===== src/rtl/usbf_ep_manager_if.sv =====
// Single-master classic Wishbone bus between the endpoint manager and the USB core.
// master drives address/data/strobe; slave returns read data and ack.
interface usbf_ep_manager_if #(
    parameter int ADDR_W = 18
);
    logic [ADDR_W-1:0] wb_addr_o;
    logic [31:0]       wb_data_o;
    logic [31:0]       wb_data_i;
    logic              wb_we_o;
    logic              wb_stb_o;
    logic              wb_cyc_o;
    logic              wb_ack_i;

    modport master (
        output wb_addr_o, wb_data_o, wb_we_o, wb_stb_o, wb_cyc_o,
        input  wb_data_i, wb_ack_i
    );

    modport slave (
        input  wb_addr_o, wb_data_o, wb_we_o, wb_stb_o, wb_cyc_o,
        output wb_data_i, wb_ack_i
    );
endinterface


===== src/rtl/usbf_ep_manager.sv =====
// Endpoint manager: initialises the USB core registers over Wishbone, then services
// level interrupts by reading INT_SRC and the lowest pending endpoint's EP_INT.
// Handshake: cyc == stb, both registered; address/data/we stay stable until the
// ack cycle, and the strobe drops on the cycle after ack is sampled high.
module usbf_ep_manager #(
    parameter int              NUM_EP       = 2,
    parameter int              ADDR_W       = 18,
    parameter int              TIMEOUT      = 255,
    parameter logic [31:0]     INT_MSK_INIT = 32'h000000ff,
    parameter logic [NUM_EP*32-1:0] EP_CSR_INIT  = '0,
    parameter logic [NUM_EP*32-1:0] EP_INT_INIT  = '0,
    parameter logic [NUM_EP*32-1:0] EP_BUF0_INIT = '0,
    parameter logic [NUM_EP*32-1:0] EP_BUF1_INIT = '0
) (
    input  logic              clk_i,
    input  logic              rst_i,
    usbf_ep_manager_if.master wb,
    input  logic              inta_i,
    input  logic              intb_i,
    output logic              init_done_o,
    output logic              ep_event_o,
    output logic [1:0]        ep_idx_o,
    output logic [31:0]       ep_status_o,
    output logic              usb_rst_o,
    output logic              wb_err_o,
    output logic [3:0]        state_o
);
    typedef enum logic [3:0] {
        INIT_FA  = 4'd1,
        INIT_MSK = 4'd2,
        INIT_EP  = 4'd3,
        IDLE     = 4'd4,
        RD_SRC   = 4'd5,
        DISPATCH = 4'd6,
        RD_EP    = 4'd7,
        REPORT   = 4'd8,
        WAIT_ACK = 4'd9
    } state_t;

    state_t              state_q, ret_q;
    logic [ADDR_W-1:0]   addr_q;
    logic [31:0]         data_q;
    logic                we_q, stb_q;
    logic [15:0]         to_cnt_q;
    logic [1:0]          ep_cnt_q, reg_cnt_q, ep_sel_q;
    logic                src_rst_q;
    logic [NUM_EP-1:0]   src_ep_q;

    logic                ep_hit;
    logic [1:0]          ep_next;
    logic [7:0]          init_off;
    logic [31:0]         init_data;

    assign wb.wb_addr_o = addr_q;
    assign wb.wb_data_o = data_q;
    assign wb.wb_we_o   = we_q;
    assign wb.wb_stb_o  = stb_q;
    assign wb.wb_cyc_o  = stb_q;
    assign state_o      = state_q;

    // Lowest pending endpoint wins; loop runs high-to-low so the last hit is the lowest.
    always_comb begin
        ep_hit  = 1'b0;
        ep_next = 2'd0;
        for (int i = NUM_EP - 1; i >= 0; i--) begin
            if (src_ep_q[i]) begin
                ep_hit  = 1'b1;
                ep_next = 2'(i);
            end
        end
    end

    always_comb begin
        init_off = 8'h40 + {2'b00, ep_cnt_q, reg_cnt_q, 2'b00};
        case (reg_cnt_q)
            2'd0:    init_data = EP_CSR_INIT[32*int'(ep_cnt_q) +: 32];
            2'd1:    init_data = EP_INT_INIT[32*int'(ep_cnt_q) +: 32];
            2'd2:    init_data = EP_BUF0_INIT[32*int'(ep_cnt_q) +: 32];
            default: init_data = EP_BUF1_INIT[32*int'(ep_cnt_q) +: 32];
        endcase
    end

    always_ff @(posedge clk_i) begin
        if (rst_i) begin
            state_q     <= INIT_FA;
            ret_q       <= INIT_FA;
            addr_q      <= '0;
            data_q      <= '0;
            we_q        <= 1'b0;
            stb_q       <= 1'b0;
            to_cnt_q    <= '0;
            ep_cnt_q    <= '0;
            reg_cnt_q   <= '0;
            ep_sel_q    <= '0;
            src_rst_q   <= 1'b0;
            src_ep_q    <= '0;
            init_done_o <= 1'b0;
            ep_event_o  <= 1'b0;
            ep_idx_o    <= '0;
            ep_status_o <= '0;
            usb_rst_o   <= 1'b0;
            wb_err_o    <= 1'b0;
        end else begin
            ep_event_o <= 1'b0;
            usb_rst_o  <= 1'b0;
            case (state_q)
                INIT_FA: begin
                    addr_q   <= ADDR_W'(8'h04);
                    data_q   <= 32'h0;
                    we_q     <= 1'b1;
                    stb_q    <= 1'b1;
                    to_cnt_q <= '0;
                    ret_q    <= INIT_FA;
                    state_q  <= WAIT_ACK;
                end
                INIT_MSK: begin
                    addr_q   <= ADDR_W'(8'h08);
                    data_q   <= INT_MSK_INIT;
                    we_q     <= 1'b1;
                    stb_q    <= 1'b1;
                    to_cnt_q <= '0;
                    ret_q    <= INIT_MSK;
                    state_q  <= WAIT_ACK;
                end
                INIT_EP: begin
                    addr_q   <= ADDR_W'(init_off);
                    data_q   <= init_data;
                    we_q     <= 1'b1;
                    stb_q    <= 1'b1;
                    to_cnt_q <= '0;
                    ret_q    <= INIT_EP;
                    state_q  <= WAIT_ACK;
                end
                IDLE: begin
                    if (inta_i || intb_i) state_q <= RD_SRC;
                end
                RD_SRC: begin
                    addr_q   <= ADDR_W'(8'h0C);
                    we_q     <= 1'b0;
                    stb_q    <= 1'b1;
                    to_cnt_q <= '0;
                    ret_q    <= RD_SRC;
                    state_q  <= WAIT_ACK;
                end
                DISPATCH: begin
                    if (src_rst_q) begin
                        usb_rst_o   <= 1'b1;
                        init_done_o <= 1'b0;
                        state_q     <= INIT_FA;
                    end else if (ep_hit) begin
                        ep_sel_q <= ep_next;
                        state_q  <= RD_EP;
                    end else begin
                        state_q <= IDLE;
                    end
                end
                RD_EP: begin
                    addr_q   <= ADDR_W'(8'h44 + {2'b00, ep_sel_q, 4'h0});
                    we_q     <= 1'b0;
                    stb_q    <= 1'b1;
                    to_cnt_q <= '0;
                    ret_q    <= RD_EP;
                    state_q  <= WAIT_ACK;
                end
                REPORT: begin
                    state_q <= IDLE;
                end
                WAIT_ACK: begin
                    if (wb.wb_ack_i && stb_q) begin
                        stb_q <= 1'b0;
                        we_q  <= 1'b0;
                        case (ret_q)
                            INIT_FA:  state_q <= INIT_MSK;
                            INIT_MSK: begin
                                ep_cnt_q  <= '0;
                                reg_cnt_q <= '0;
                                state_q   <= INIT_EP;
                            end
                            INIT_EP: begin
                                reg_cnt_q <= reg_cnt_q + 2'd1;
                                if (reg_cnt_q == 2'd3) begin
                                    if (ep_cnt_q == 2'(NUM_EP - 1)) begin
                                        init_done_o <= 1'b1;
                                        state_q     <= IDLE;
                                    end else begin
                                        ep_cnt_q <= ep_cnt_q + 2'd1;
                                        state_q  <= INIT_EP;
                                    end
                                end else begin
                                    state_q <= INIT_EP;
                                end
                            end
                            RD_SRC: begin
                                src_rst_q <= wb.wb_data_i[28] | wb.wb_data_i[25];
                                src_ep_q  <= wb.wb_data_i[NUM_EP-1:0];
                                state_q   <= DISPATCH;
                            end
                            RD_EP: begin
                                ep_status_o <= wb.wb_data_i;
                                ep_idx_o    <= ep_sel_q;
                                ep_event_o  <= 1'b1;
                                state_q     <= REPORT;
                            end
                            default: state_q <= IDLE;
                        endcase
                    end else if (to_cnt_q == 16'(TIMEOUT - 1)) begin
                        // Abandon the access; init_done stays as it was, so an aborted init stays low.
                        stb_q    <= 1'b0;
                        we_q     <= 1'b0;
                        wb_err_o <= 1'b1;
                        state_q  <= IDLE;
                    end else begin
                        to_cnt_q <= to_cnt_q + 16'd1;
                    end
                end
                default: state_q <= INIT_FA;
            endcase
        end
    end
endmodule


===== src/flat_wrapper.sv =====
// flat-port wrapper written by rule: the top's interface ports become plain ports
module usbf_ep_manager_flat 
#(
    parameter int              NUM_EP       = 2,
    parameter int              ADDR_W       = 18,
    parameter int              TIMEOUT      = 255,
    parameter logic [31:0]     INT_MSK_INIT = 32'h000000ff,
    parameter logic [NUM_EP*32-1:0] EP_CSR_INIT  = '0,
    parameter logic [NUM_EP*32-1:0] EP_INT_INIT  = '0,
    parameter logic [NUM_EP*32-1:0] EP_BUF0_INIT = '0,
    parameter logic [NUM_EP*32-1:0] EP_BUF1_INIT = '0
)
  (clk_i, rst_i, inta_i, intb_i, init_done_o, ep_event_o, ep_idx_o, ep_status_o, usb_rst_o, wb_err_o, state_o, wb_wb_addr_o, wb_wb_data_o, wb_wb_we_o, wb_wb_stb_o, wb_wb_cyc_o, wb_wb_data_i, wb_wb_ack_i);
  usbf_ep_manager_if #(.ADDR_W(ADDR_W)) wb_i ();
  input  logic clk_i;
  input  logic rst_i;
  input  logic inta_i;
  input  logic intb_i;
  output logic init_done_o;
  output logic ep_event_o;
  output logic [1:0] ep_idx_o;
  output logic [31:0] ep_status_o;
  output logic usb_rst_o;
  output logic wb_err_o;
  output logic [3:0] state_o;
  output wire logic [$bits(wb_i.wb_addr_o)-1:0] wb_wb_addr_o;
  output wire logic [$bits(wb_i.wb_data_o)-1:0] wb_wb_data_o;
  output wire logic [$bits(wb_i.wb_we_o)-1:0] wb_wb_we_o;
  output wire logic [$bits(wb_i.wb_stb_o)-1:0] wb_wb_stb_o;
  output wire logic [$bits(wb_i.wb_cyc_o)-1:0] wb_wb_cyc_o;
  input wire logic [$bits(wb_i.wb_data_i)-1:0] wb_wb_data_i;
  input wire logic [$bits(wb_i.wb_ack_i)-1:0] wb_wb_ack_i;
  assign wb_wb_addr_o = wb_i.wb_addr_o;
  assign wb_wb_data_o = wb_i.wb_data_o;
  assign wb_wb_we_o = wb_i.wb_we_o;
  assign wb_wb_stb_o = wb_i.wb_stb_o;
  assign wb_wb_cyc_o = wb_i.wb_cyc_o;
  assign wb_i.wb_data_i = wb_wb_data_i;
  assign wb_i.wb_ack_i = wb_wb_ack_i;
  usbf_ep_manager #(.NUM_EP(NUM_EP), .ADDR_W(ADDR_W), .TIMEOUT(TIMEOUT), .INT_MSK_INIT(INT_MSK_INIT), .EP_CSR_INIT(EP_CSR_INIT), .EP_INT_INIT(EP_INT_INIT), .EP_BUF0_INIT(EP_BUF0_INIT), .EP_BUF1_INIT(EP_BUF1_INIT)) u_core (.clk_i(clk_i), .rst_i(rst_i), .wb(wb_i), .inta_i(inta_i), .intb_i(intb_i), .init_done_o(init_done_o), .ep_event_o(ep_event_o), .ep_idx_o(ep_idx_o), .ep_status_o(ep_status_o), .usb_rst_o(usb_rst_o), .wb_err_o(wb_err_o), .state_o(state_o));
endmodule

===== config.mk =====
export PLATFORM = sky130hd
export DESIGN_NAME = usbf_ep_manager_flat
export DESIGN_NICKNAME = d
export VERILOG_FILES = /design/src/rtl/usbf_ep_manager_if.sv /design/src/rtl/usbf_ep_manager.sv /design/src/flat_wrapper.sv
export SDC_FILE = /design/constraint.sdc
export NUM_CORES = 1
export LEC_CHECK = 0
export ABC_AREA = 1
export ABC_CLOCK_PERIOD_IN_PS = 2600
export CAP_MARGIN = 40
export CORE_MARGIN = 1.5
export CORE_UTILIZATION = 50
export CTS_BUF_LIST = sky130_fd_sc_hd__clkbuf_4 sky130_fd_sc_hd__clkbuf_8
export DETAILED_ROUTE_END_ITERATION = 6
export PLACE_DENSITY = 0.92
export SLEW_MARGIN = 5
export SYNTH_ARGS = -nofsm -noshare
export SYNTH_HDL_FRONTEND = slang
export SYNTH_SLANG_ARGS = --single-unit

===== constraint.sdc =====
create_clock -name clk_i -period 2.6 [get_ports clk_i]
set_clock_uncertainty 0.2 [all_clocks]
set_input_delay 0.39 -clock clk_i [delete_from_list [all_inputs] [get_ports clk_i]]
set_output_delay 0.39 -clock clk_i [all_outputs]
set_load 0.02 [all_outputs]

==> impl_results.md <==
* CP Capture Type: register
* Worst reg2reg setup slack at 0.30 ns
* Leakage at 1.975 nW
* Final worst slack at 0.3040 ns
* Setup TNS Final at 0 ns
* Buf/Inv on CP at 2
* Clock sink total at 76
* Crit Path Max Fanout at 30
* Port bufs at 93
* Worst-Margin Slew at 0.6406 ns
* Chip Width at 89.44 microns
* Post-synthesis mux area share at 0%
* Aggregate global routing overflow at 0
* WL final at 9.378 mm
* Crit Path Category: reg -> reg
* WP data required at 2.66 ns
* # diodes at 0
* Critical Path Max Stage Delay at 0.58 ns
* Drt drc at 0
* Synth Area in Simple Gates at 27.33%
* Drt via density at 5.084
* Final Hold Viols at 0
* Final Wtd Congestion at 0.9258
* Syn_area_per_cell at 7.049 sq um
* Die Ht at 89.44 microns
* Peak supply drop at 0.0003615 V
* Pre-CTS WS at 0.2267 ns
* Status: completed
* Area share of the largest cell type after synthesis at 40.72%
* Compound-Gate Fraction of Synth Area at 13.30%
* TritonCTS buffer count at 9
* Final setup fails at 0
* Cell mode on critical path: nor2_1
* Commonest non-fill, non-tap cell in the layout: nor2_1
* Startpoint Class: register
* Nets@finish at 653
* HP Class: reg -> reg
* Initial drt markers at 306
* CTS Buffer Depth at 2
* Slew Viols, Final at 0
* Post-synthesis cell count at 530
* Switching Power at 1.095 mW
* Area delta synth->final at 26.42%
* Initial antenna violation count at 0
* CTS tree: yes
* Mapped Area at 3736 sq um
* Most frequent cells in the layout: nor2_1 (117), clkdlybuf4s50_1 (93), nand2_1 (84)
* Hold_buf cts at 0
* Core box area at 7253 sq um
* Fin crit period at 2.296 ns
* Root buffer cell: clkbuf_8
* Global-route wire length before repair at 15.42 mm
* H-Tree Depth at 3
* Reg power frac at 42.6%
* Vias in the first global route at 3392
* Synth area leaders: dfxtp_1 (41%), nor2_1 (12%), buf_4 (9.4%), nand2_1 (8.4%), a21oi_1 (4.6%)
* Crit path DAT at 2.36 ns
* Max-slew headroom at 57.13%
* CTS clock-pin slew for the worst setup and hold paths at 0.09 ns
* DIE AREA at 8000 sq um
* Xor/xnor share of the synthesized area at 0.7033%
* RSZ-0062 raised after global routing: no
* Clock latency on the worst-skew pair at 0.37 ns
* Switching Share at 35.80%
* Core Rows at 31
* CP max-delay cell: dfxtp_1
* Achievable Freq at 435.5 MHz
* Post-Synth Adder-Cell Area at 1.340%
* Number of max-cap violations at 0
* Power per cell area at 647.8 nW/um^2
* Yosys warnings at 0
* Via count at 3640
* ANT nets after route at 0
* HPWL reported at the end of detailed placement at 6.702 mm
* Clock network power share at 31.2%
* Part of the cycle the worst path needs at 88.31%
* Synth cell types at 36
* Yosys top cell by area: dfxtp_1
* Comb pwr share at 26.2%
* # resized after CTS at 0
* Seq cells post-synth at 76
* Initial Utilization at 51.51%
* Total track usage at 24.89%
* Internal at 1.964 mW
* I/O pin total at 132
* Largest net degree at the start of global routing at 47
* Register area share after synthesis at 40.72%
* Largest family of logic cells by synthesized area: simple AND/OR/NAND/NOR gates
* Cell family with most CP delay: simple AND/OR/NAND/NOR gates
* Postcts setup bufs at 0
* Worst-path cell chain: nand4_4 > clkinv_2 > nand2_1 > nor2_4 > inv_2 > nor2_1 > nor2_1
* Proportion of layout cells with a drive suffix above 1 at 5.511%
* Drt pass-1 iters at 6
* Wirelength per Cell at 13.10 microns
[sequential cells by signal (all words and copies together), names as in the netlist]
name	flops
u_core.ep_status_o	32
u_core.ep_cnt_q	2
u_core.wb.wb_addr_o	5
u_core.ep_idx_o	1
u_core.ep_event_o	1
u_core.to_cnt_q	16
u_core.init_done_o	1
u_core.state_o	4
u_core.usb_rst_o	1
u_core.wb.wb_data_o	1
u_core.src_ep_q	2
u_core.reg_cnt_q	2
u_core.src_rst_q	1
u_core.wb.wb_cyc_o	1
u_core.ret_q	3
u_core.wb.wb_we_o	1
u_core.wb_err_o	1
u_core.ep_sel_q	1
[worst min-delay path, stage by stage (launching register included)]
cell	delay, ns
dfxtp_1	0.31
nand2_1	0.06
a21oi_1	0.05
[kinds of logic after synthesis]
| logic type | count (synthesis) |
|---|---|
| DFF | 76 |
| and+or+nand+nor | 245 |
| buffers and inverters | 107 |
| adders and majority gates | 4 |
| xor gates and xnor gates | 3 |
| other | 1 |
| AOI/OAI and AO/OA | 94 |
[per-stage QoR]
step	util [%]	instances	power, mW	hold slack [ns]	area (sq um)
after floorplan	-	567	1.915	0.2391	3875
after global placement	62.22	700	2.095	0.2505	4513
after detailed placement	62.22	700	2.117	0.2523	4513
after CTS	65.12	716	3.047	0.2654	4723
after global routing	65.12	716	3.207	0.2952	4723
final	65.12	716	3.060	0.2644	4723
[synth_stat cells]
cell,count
buf_4,47
nand4_4,1
o21bai_1,1
conb_1,1
buf_1,1
nand2_1,84
buf_6,4
or2_0,1
and3_1,1
inv_2,4
nand3b_1,2
clkbuf_1,6
ha_1,4
nor2_1,117
a21oi_1,34
a211oi_1,2
o21ai_0,31
dfxtp_1,76
nand3_1,25
xor2_1,3
o21a_1,1
clkinv_1,1
nand2_4,1
nand2_2,2
nor2_4,1
nor2_2,3
a32o_1,1
a21boi_0,1
a31oi_1,5
buf_2,6
nand4_1,3
o21ai_1,17
clkinv_2,1
o211ai_1,1
inv_1,37
nor3_1,4
[layout make-up]
type | count | area [sq um]
Fill cell | 628 | 2530
Multi-Input combinational cell | 384 | 1737
Sequential cell | 76 | 1521
Timing Repair Buffer | 98 | 968.4
Inverter | 43 | 162.7
Clock buffer | 10 | 137.6
Tap cell | 99 | 123.9
Clock inverter | 6 | 72.57
[power groups by stage]
stage / Sequential [mW] / Clock (mW) / Combinational (mW)
global placement: 1.33 / 0 / 0.769
floorplan: 1.36 / 0 / 0.560
global route: 1.31 / 1.01 / 0.884
detailed placement: 1.33 / 0 / 0.787
finish: 1.30 / 0.953 / 0.803
CTS: 1.30 / 0.953 / 0.791
[per-layer routing]
layer,track usage [%],part of all wire [%]
met1,30.22,40
met2,40.33,47
met3,8.218,12
met4,10.77,1.4
met5,0,0
[final timing paths]
path                                                          start                             endpoint  cells past startpoint
worst min register to register  u_core.wb.wb_addr_o[5]$_SDFFE_PP0P_  u_core.wb.wb_addr_o[5]$_SDFFE_PP0P_                      2
worst max-delay path                 u_core.state_o[0]$_SDFFE_PP1P_  u_core.ep_status_o[24]$_SDFFE_PP0P_                      7
worst min-delay path            u_core.wb.wb_addr_o[5]$_SDFFE_PP0P_  u_core.wb.wb_addr_o[5]$_SDFFE_PP0P_                      2
worst max register to register       u_core.state_o[0]$_SDFFE_PP1P_  u_core.ep_status_o[24]$_SDFFE_PP0P_                      7
No activity file was read; power rests on OpenSTA's default activity.
